===== src/rtl/spi_reg_controller_if.sv =====
// Request handshake and SPI pin bundle for spi_reg_controller.
// master = requester/bench side, slave = the controller.
interface spi_reg_controller_if;
   logic       req_valid;
   logic       req_ready;
   logic       req_write;
   logic [6:0] req_addr;
   logic [7:0] req_data;
   logic       sclk;
   logic       copi;
   logic       ncs;
   logic       busy;
   logic       done;

   modport master (
      output req_valid, req_write, req_addr, req_data,
      input  req_ready, sclk, copi, ncs, busy, done
   );

   modport slave (
      input  req_valid, req_write, req_addr, req_data,
      output req_ready, sclk, copi, ncs, busy, done
   );
endinterface


===== src/rtl/spi_reg_controller.sv =====
// Mode-0 SPI initiator: one 16-bit {rw, addr[6:0], data[7:0]} frame per request, MSB first.
//
// state    | meaning
// IDLE     | ncs high, ready for a request
// SETUP    | ncs low, bit15 on copi, sclk low for CLK_DIV cycles
// SCK_HI   | sclk high, peripheral samples copi
// SCK_LO   | sclk low, copi advances; after bit 0 this is the ncs hold phase
// GAP      | ncs high inter-frame gap, done pulses in its first cycle
module spi_reg_controller #(
   parameter int CLK_DIV = 4
) (
   input logic                 clk,
   input logic                 rst_n,
   spi_reg_controller_if.slave bus
);

   localparam int DW = (CLK_DIV > 1) ? $clog2(CLK_DIV) : 1;
   localparam logic [DW-1:0] DIV_MAX = DW'(CLK_DIV - 1);

   localparam logic [2:0] S_IDLE   = 3'd0;
   localparam logic [2:0] S_SETUP  = 3'd1;
   localparam logic [2:0] S_SCK_HI = 3'd2;
   localparam logic [2:0] S_SCK_LO = 3'd3;
   localparam logic [2:0] S_GAP    = 3'd4;

   logic [2:0]    state_q, state_d;
   logic [DW-1:0] div_q, div_d;
   logic [4:0]    bit_q, bit_d;
   logic [15:0]   sh_q, sh_d;
   logic          done_d;
   logic          div_wrap;
   logic          active_d;

   logic sclk_q, copi_q, ncs_q, busy_q, done_q, ready_q;

   always_comb begin
      state_d  = state_q;
      div_d    = div_q;
      bit_d    = bit_q;
      sh_d     = sh_q;
      done_d   = 1'b0;
      div_wrap = (div_q == DIV_MAX);

      if (state_q != S_IDLE) begin
         div_d = div_wrap ? '0 : div_q + 1'b1;
      end

      case (state_q)
         S_IDLE: begin
            if (bus.req_valid && ready_q) begin
               state_d = S_SETUP;
               sh_d    = {bus.req_write, bus.req_addr, bus.req_data};
               bit_d   = '0;
               div_d   = '0;
            end
         end
         S_SETUP: begin
            if (div_wrap) state_d = S_SCK_HI;
         end
         S_SCK_HI: begin
            if (div_wrap) begin
               state_d = S_SCK_LO;
               // last bit stays on copi through the chip-select hold phase
               if (bit_q != 5'd15) sh_d = {sh_q[14:0], 1'b0};
            end
         end
         S_SCK_LO: begin
            if (div_wrap) begin
               if (bit_q == 5'd15) begin
                  state_d = S_GAP;
                  done_d  = 1'b1;
               end else begin
                  state_d = S_SCK_HI;
                  bit_d   = bit_q + 5'd1;
               end
            end
         end
         S_GAP: begin
            if (div_wrap) state_d = S_IDLE;
         end
         default: state_d = S_IDLE;
      endcase

      active_d = (state_d == S_SETUP) || (state_d == S_SCK_HI) || (state_d == S_SCK_LO);
   end

   // Outputs are decoded from the next state so the pins are flop outputs aligned with state_q.
   always_ff @(posedge clk or negedge rst_n) begin
      if (!rst_n) begin
         state_q <= S_IDLE;
         div_q   <= '0;
         bit_q   <= '0;
         sh_q    <= '0;
         sclk_q  <= 1'b0;
         copi_q  <= 1'b0;
         ncs_q   <= 1'b1;
         busy_q  <= 1'b0;
         done_q  <= 1'b0;
         ready_q <= 1'b1;
      end else begin
         state_q <= state_d;
         div_q   <= div_d;
         bit_q   <= bit_d;
         sh_q    <= sh_d;
         sclk_q  <= (state_d == S_SCK_HI);
         copi_q  <= active_d ? sh_d[15] : 1'b0;
         ncs_q   <= ~active_d;
         busy_q  <= (state_d != S_IDLE);
         done_q  <= done_d;
         ready_q <= (state_d == S_IDLE);
      end
   end

   assign bus.sclk      = sclk_q;
   assign bus.copi      = copi_q;
   assign bus.ncs       = ncs_q;
   assign bus.busy      = busy_q;
   assign bus.done      = done_q;
   assign bus.req_ready = ready_q;

endmodule


===== src/flat_wrapper.sv =====
// flat-port wrapper written by rule: the top's interface ports become plain ports
module spi_reg_controller_flat 
#(
   parameter int CLK_DIV = 4
)
  (clk, rst_n, bus_req_valid, bus_req_write, bus_req_addr, bus_req_data, bus_req_ready, bus_sclk, bus_copi, bus_ncs, bus_busy, bus_done);
  spi_reg_controller_if bus_i ();
  input logic clk;
  input logic rst_n;
  input wire logic [$bits(bus_i.req_valid)-1:0] bus_req_valid;
  input wire logic [$bits(bus_i.req_write)-1:0] bus_req_write;
  input wire logic [$bits(bus_i.req_addr)-1:0] bus_req_addr;
  input wire logic [$bits(bus_i.req_data)-1:0] bus_req_data;
  output wire logic [$bits(bus_i.req_ready)-1:0] bus_req_ready;
  output wire logic [$bits(bus_i.sclk)-1:0] bus_sclk;
  output wire logic [$bits(bus_i.copi)-1:0] bus_copi;
  output wire logic [$bits(bus_i.ncs)-1:0] bus_ncs;
  output wire logic [$bits(bus_i.busy)-1:0] bus_busy;
  output wire logic [$bits(bus_i.done)-1:0] bus_done;
  assign bus_i.req_valid = bus_req_valid;
  assign bus_i.req_write = bus_req_write;
  assign bus_i.req_addr = bus_req_addr;
  assign bus_i.req_data = bus_req_data;
  assign bus_req_ready = bus_i.req_ready;
  assign bus_sclk = bus_i.sclk;
  assign bus_copi = bus_i.copi;
  assign bus_ncs = bus_i.ncs;
  assign bus_busy = bus_i.busy;
  assign bus_done = bus_i.done;
  spi_reg_controller #(.CLK_DIV(CLK_DIV)) u_core (.clk(clk), .rst_n(rst_n), .bus(bus_i));
endmodule

===== config.mk =====
export PLATFORM = sky130hd
export DESIGN_NAME = spi_reg_controller_flat
export DESIGN_NICKNAME = d
export VERILOG_FILES = /design/src/rtl/spi_reg_controller_if.sv /design/src/rtl/spi_reg_controller.sv /design/src/flat_wrapper.sv
export SDC_FILE = /design/constraint.sdc
export NUM_CORES = 1
export LEC_CHECK = 0
export BUFFER_PORTS_ARGS = -buffer_cell sky130_fd_sc_hd__buf_2
export CORE_AREA = 2 2 54 56
export CTS_CLUSTER_SIZE = 16
export DETAILED_ROUTE_END_ITERATION = 7
export DIE_AREA = 0 0 56 58
export GPL_ROUTABILITY_DRIVEN = 0
export PLACE_DENSITY_LB_ADDON = 0.15
export SETUP_SLACK_MARGIN = 0.15
export SLEW_MARGIN = 20
export SYNTH_ARGS = -nofsm -noshare
export SYNTH_HDL_FRONTEND = slang
export SYNTH_SLANG_ARGS = --single-unit

===== constraint.sdc =====
create_clock -name clk -period 3.5 [get_ports clk]
set_clock_uncertainty 0.1 [all_clocks]
set_input_delay 0.35 -clock clk [delete_from_list [all_inputs] [get_ports clk]]
set_output_delay 0.35 -clock clk [all_outputs]
set_load 0.01 [all_outputs]

==> results.cfg, run 1 <==
[yosys]
yosys.area.top_type = dfrtp_1
synth_edf_count = 0
synth_area_leaders = dfrtp_1 49%, a22oi_1 6.4%, o21ai_2 5.7%
synth_seq_cells = 32
syn_avg_cell_area_sq_um = 10.8
synth.cell_area_sq_um = 1530
postSynthCellCount = 141
async_flop_share_pct = 100
yosys-top-cells-count = 30 x dfrtp_1, 18 x inv_1, 13 x a22oi_1
ys_types = 37
synth_nets = 163
yosysMostFrequentCell = dfrtp_1
synthDominantCellAreaShare_pct = 49.2
synth_ff_type = dfrtp_1
yosysSeqAreaShare_pct = 52.6
ys_warn_count = 0

[timing]
fmax_mhz = 419
period_minus_slack_ps = 2390
finalSetupViolCount = 0
finalHoldViolations = 0
finalMaxSlewViolations = 0
fin_tns_setup_ps = 0
relSlewSlack_pct = 53.7
min_period_over_period_pct = 68.2
timing.final.ws_setup_ps = 1110
rsz0062_at_grt = no
worstMarginPinSlew_ps = 695

[clocking]
clockBufferDepth = 2
cts_tree = built
cts-root-buf = clkbuf_4
numCtsBuffers = 5
clock-sinks = 32
htreeDepth = 2
ctsResizeCount = 0
path_clk_slew_ps = 100
clock_latency_ps = 330

[global_routing]
grt_pass1_wl_um = 4930
antenna_found_initial = 0
grt_usage_pct = 19.9
grt_pass1_vias = 1105
overflow = 0
grt_max_degree = 33

[power]
total_power_uw = 1350
p_sw_share_pct = 36.9
vdd_drop_max_mv = 0.515
clkPwrFrac_pct = 20.2
power.internal_uw = 853
cellLeakagePower_uw = 0.000800
netSwitchingPower_uw = 499
p_comb_share_pct = 36.0
p_per_area_nw_per_um2 = 789
seqPwrFrac_pct = 43.7

[worst_setup_path]
reg2reg_to = u_core.sh_q[13]
arrival_ps = 2490
rr_worst_depth = 7
startpoint = u_core.bit_q[0]
r2r_start = u_core.bit_q[0]
cp.required_ps = 3600
critical_path.endpoint = u_core.sh_q[13]
crit_type = reg -> reg
r2r_slack_ps = 1110
path_max_fanout = 15
startpoint_type = flip-flop
endpoint_kind = flip-flop

[die]
dieArea_sq_um = 3250
num_rows = 19
start_util_pct = 57.3
die_w_um = 56
die_h_um = 58
coreArea_sq_um = 2660
io_pins = 25

[drt]
drt-total-wl_um = 2680
routed_via_density = 5.55
firstDrtPassIters = 4
dr.first_iter.drc_count = 30
final_antenna_net_count = 0
wl_per_cell_um = 13.5
drcViolationCount = 0
vias = 1104

[final_layout]
fillers = 236
syn_to_final_growth_pct = 12.3
post-route-util_pct = 64.4
nNetsFinal = 189
num_antenna_cells = 0
layout-drive-gt1-share_pct = 32.1

[run_status]
status = finished, final reports clean

[place]
pre_cts_ws_ps = 1100
io_buffers = 24
dpl.hpwl_um = 1850

[job]
drv_cap = 0

[min_path]
hp-class = in -> reg
[worst max-delay path, cell delays in order, from the launching register on]
cell	delay, ps
dfrtp_1	410
ha_1	220
and3_1	180
ha_1	200
nand2b_1	220
a211o_2	410
nor2_4	380
o21ai_0	140
[sequential cells by signal, summed over array words and instances (netlist names)]
signal / count
u_core.bus.ncs: 1
u_core.bus.done: 1
u_core.bus.req_ready: 1
u_core.sh_q: 16
u_core.bus.busy: 1
u_core.state_q: 3
u_core.bus.copi: 1
u_core.bus.sclk: 1
u_core.div_q: 2
u_core.bit_q: 5
[what timing repair did]
action                    4_1_cts  5_1_grt
hold endpoints to repair       30        0
buffers inserted                0        0
hold buffers                    1        0
[cells in the final DEF, fill, tap and decap left out, types with 2 or more instances in the layout]
cell       n
nand2b_1   2
dfstp_2    2
nand2_1    9
inv_1     18
nor2_1     9
clkbuf_4   5
nor3_1     5
a22oi_1   13
nor2_4     2
or3_1      2
dfrtp_1   30
buf_2     24
a21oi_1    3
o21ai_0    5
nor4_1     2
ha_1       3
o21ai_2   10
a22o_1     2
[worst min-delay path by stage]
stage | startpoint | end | slack [ps] | cells after the start
2_1_floorplan | rst_n | u_core.bit_q[0] | -50 | 0
3_3_place_gp | rst_n | u_core.bit_q[4] | 330 | 1
3_5_place_dp | rst_n | u_core.bit_q[4] | 340 | 1
4_1_cts | bus_req_data[0] | u_core.sh_q[0] | 110 | 3
5_1_grt | bus_req_write | u_core.sh_q[15] | 110 | 3
6_report | bus_req_data[0] | u_core.sh_q[0] | 120 | 3
[power by group through the flow]
stage / sequential [uW] / clock (uW) / combinational (uW)
global placement: 592 / 0 / 477
CTS: 592 / 285 / 496
detailed placement: 598 / 0 / 494
floorplan: 584 / 0 / 443
global route: 610 / 299 / 548
finish: 591 / 273 / 487
[per-layer routing]
metal / up-vias / track usage (%) / part of all wire [%]
li1: 544 / - / -
met1: 530 / 25.8 / 45
met2: 24 / 30.3 / 48
met3: 6 / 6.70 / 4.9
met4: 0 / 9.86 / 1.7
met5: - / 0 / 0
[cell type report]
cell class	count	area, sq um	share of cell area [%]
Clock buffer	6	41.3	2.41
Tap cell	31	38.8	2.26
Inverter	18	67.6	3.94
Sequential cell	32	803	46.9
Clock inverter	2	35.0	2.04
Timing Repair Buffer	26	138	8.03
Multi-Input combinational cell	84	591	34.5
[per-stage QoR]
step	area [sq um]	hold WS, ps	std cells
5_1_grt	1710	111	199
6_report	1710	124	199
2_1_floorplan	1530	-45.6	141
3_3_place_gp	1630	325	190
4_1_cts	1710	108	199
3_5_place_dp	1630	340	190
[cell families after synthesis]
group	after synthesis	synth area share [%]
xor+xnor	1	0.574
simple gates	35	12.0
fa+ha+maj	3	2.46
compound gates	43	22.2
mux	2	1.39
buf+inv	25	8.69
flops	32	52.6
No activity file was read; power rests on OpenSTA's default activity.
==> run 2, diff against run 1 <==
--- a/config.mk
+++ b/config.mk
@@ -6,10 +6,10 @@
 export NUM_CORES = 1
 export LEC_CHECK = 0
 export BUFFER_PORTS_ARGS = -buffer_cell sky130_fd_sc_hd__buf_2
-export CORE_AREA = 2 2 54 56
+export CORE_AREA = 2 2 59 61
 export CTS_CLUSTER_SIZE = 16
 export DETAILED_ROUTE_END_ITERATION = 7
-export DIE_AREA = 0 0 56 58
+export DIE_AREA = 0 0 61 63
 export GPL_ROUTABILITY_DRIVEN = 0
 export PLACE_DENSITY_LB_ADDON = 0.15
 export SETUP_SLACK_MARGIN = 0.15
==> constraint.sdc (replaced) <==
create_clock -name clk -period 2 [get_ports clk]
set_clock_uncertainty 0.1 [all_clocks]
set_input_delay 0.2 -clock clk [delete_from_list [all_inputs] [get_ports clk]]
set_output_delay 0.2 -clock clk [all_outputs]
set_load 0.01 [all_outputs]
==> run 2 against run 1 <==
The flow now finishes with violations (setup timing). Sequential share of layout area shrank 6.3 points. Clock power grew 40%. Register-to-register slack worse by 1100 ps. Largest power group is now combinational logic.
==> results.cfg, run 2 (synthesis gave the netlist of run 1 again) <==
[drt]
routed_via_density = 5.06
dr.first_iter.drc_count = 59
wl_per_cell_um = 13.1
final_antenna_net_count = 0
drt-total-wl_um = 3080
firstDrtPassIters = 2
drcViolationCount = 0
vias = 1185

[timing]
period_minus_slack_ps = 2010
finalHoldViolations = 0
relSlewSlack_pct = 52.8
worstMarginPinSlew_ps = 708
finalMaxSlewViolations = 0
timing.final.ws_setup_ps = -11.5
finalSetupViolCount = 1
rsz0062_at_grt = yes
min_period_over_period_pct = 101
fmax_mhz = 497

[global_routing]
grt_pass1_vias = 1220
grt_usage_pct = 19.2
grt_pass1_wl_um = 5400
grt_max_degree = 33
antenna_found_initial = 0
overflow = 0

[min_path]
hp-class = in -> reg
min_from = bus_req_addr[4]
min_to = u_core.sh_q[12]
min_path_cells = 3

[worst_setup_path]
crit_type = reg -> reg
r2r_start = u_core.bit_q[0]
startpoint_type = flip-flop
startpoint = u_core.bit_q[0]
path_max_fanout = 4
r2r_slack_ps = -10
endpoint_kind = flip-flop
cp.required_ps = 2110
rr_worst_depth = 7
reg2reg_to = u_core.bus.copi
arrival_ps = 2120

[die]
die_h_um = 63
io_pins = 25
num_rows = 21
coreArea_sq_um = 3230
die_w_um = 61
dieArea_sq_um = 3840
start_util_pct = 47.2

[run_status]
violations = setup timing
status = finished, violations left

[final_layout]
final_cell_area_sq_um = 1980
post-route-util_pct = 61.2
layout-drive-gt1-share_pct = 38.8
top_regs = u_core.sh_q: 16 flops, u_core.bit_q: 5 flops, u_core.state_q: 3 flops
fillers = 303
syn_to_final_growth_pct = 29.7
num_antenna_cells = 0
largest_reg_flops = 16
nNetsFinal = 209
final_cells = 234
registers.top_by_ff_count = u_core.sh_q
layout_common_cells = 30 x dfrtp_1, 24 x buf_2, 18 x inv_1
final_common_cell = dfrtp_1

[power]
cellLeakagePower_uw = 0.000897
p_per_area_nw_per_um2 = 1290
vdd_drop_max_mv = 0.558

[place]
dpl-instance-area_sq_um = 1770
io_buffers = 24
dpl.hpwl_um = 2050
dp_cells = 214

[job]
drv_cap = 0

[clocking]
cts-root-buf = clkbuf_4
clock_latency_ps = 320
numCtsBuffers = 5
clock-sinks = 32
clockBufferDepth = 2
htreeDepth = 2
cts_tree = built
path_clk_slew_ps = 90
==> run 2: timing repair <==
action,4_1_cts,5_1_grt
resized for setup,6,5
endpoints found under the hold margin,40,0
gates cloned,0,0
buffers inserted,1,1
hold buffers,10,0
setup endpoints to repair,18,21
==> run 2: how the worst max path moves through the flow <==
stage	endpoint	slack, ps
detailed placement	u_core.bus.copi	-0.3
CTS	u_core.bus.copi	-20
finish	u_core.bus.copi	-10
global route	u_core.bus.copi	-80
global placement	u_core.bus.copi	50
floorplan	u_core.bus.copi	40
==> run 2: worst max-delay path: stages, from the launching register on <==
cell and delay, ps:
dfrtp_1 390, ha_2 190, and3_4 180, ha_4 160, nand2b_4 150, a211o_4 360, a221oi_4 270, o41ai_1 90
==> run 2: final cells by class <==
class                      count  area, sq um  area share, %
clock buffer                   8         58.8           2.97
inverter                      18         67.6           3.41
multi-input combinational     84          666           33.6
sequential                    32          803           40.6
tap                           46         57.6           2.91
timing repair buffer          46          327           16.5
==> run 2: stage by stage <==
stage | setup WS (ps) | total power, uW | hold WS (ps) | setup TNS [ps]
2_1_floorplan | 40.2 | 1830 | -196 | 0
3_3_place_gp | 46.5 | 2060 | 187 | 0
3_5_place_dp | -0.307 | 2100 | 190 | -0.307
4_1_cts | -15.8 | 2540 | 2.84 | -15.8
5_1_grt | -80.3 | 2770 | 11.5 | -839
6_report | -11.5 | 2550 | 17.8 | -11.5
==> run 2: power by group <==
group | internal (uW) | switching [uW]
Clock | 173 | 209
Combinational | 540 | 628
Sequential | 880 | 123
==> run 2: metal layers <==
layer	vias up	GRT usage, %	routed length (um)
met4	0	6.52	27
met5	-	0	0
met3	2	6.83	107
met2	19	31.2	1550
met1	576	23.3	1400
li1	588	-	-
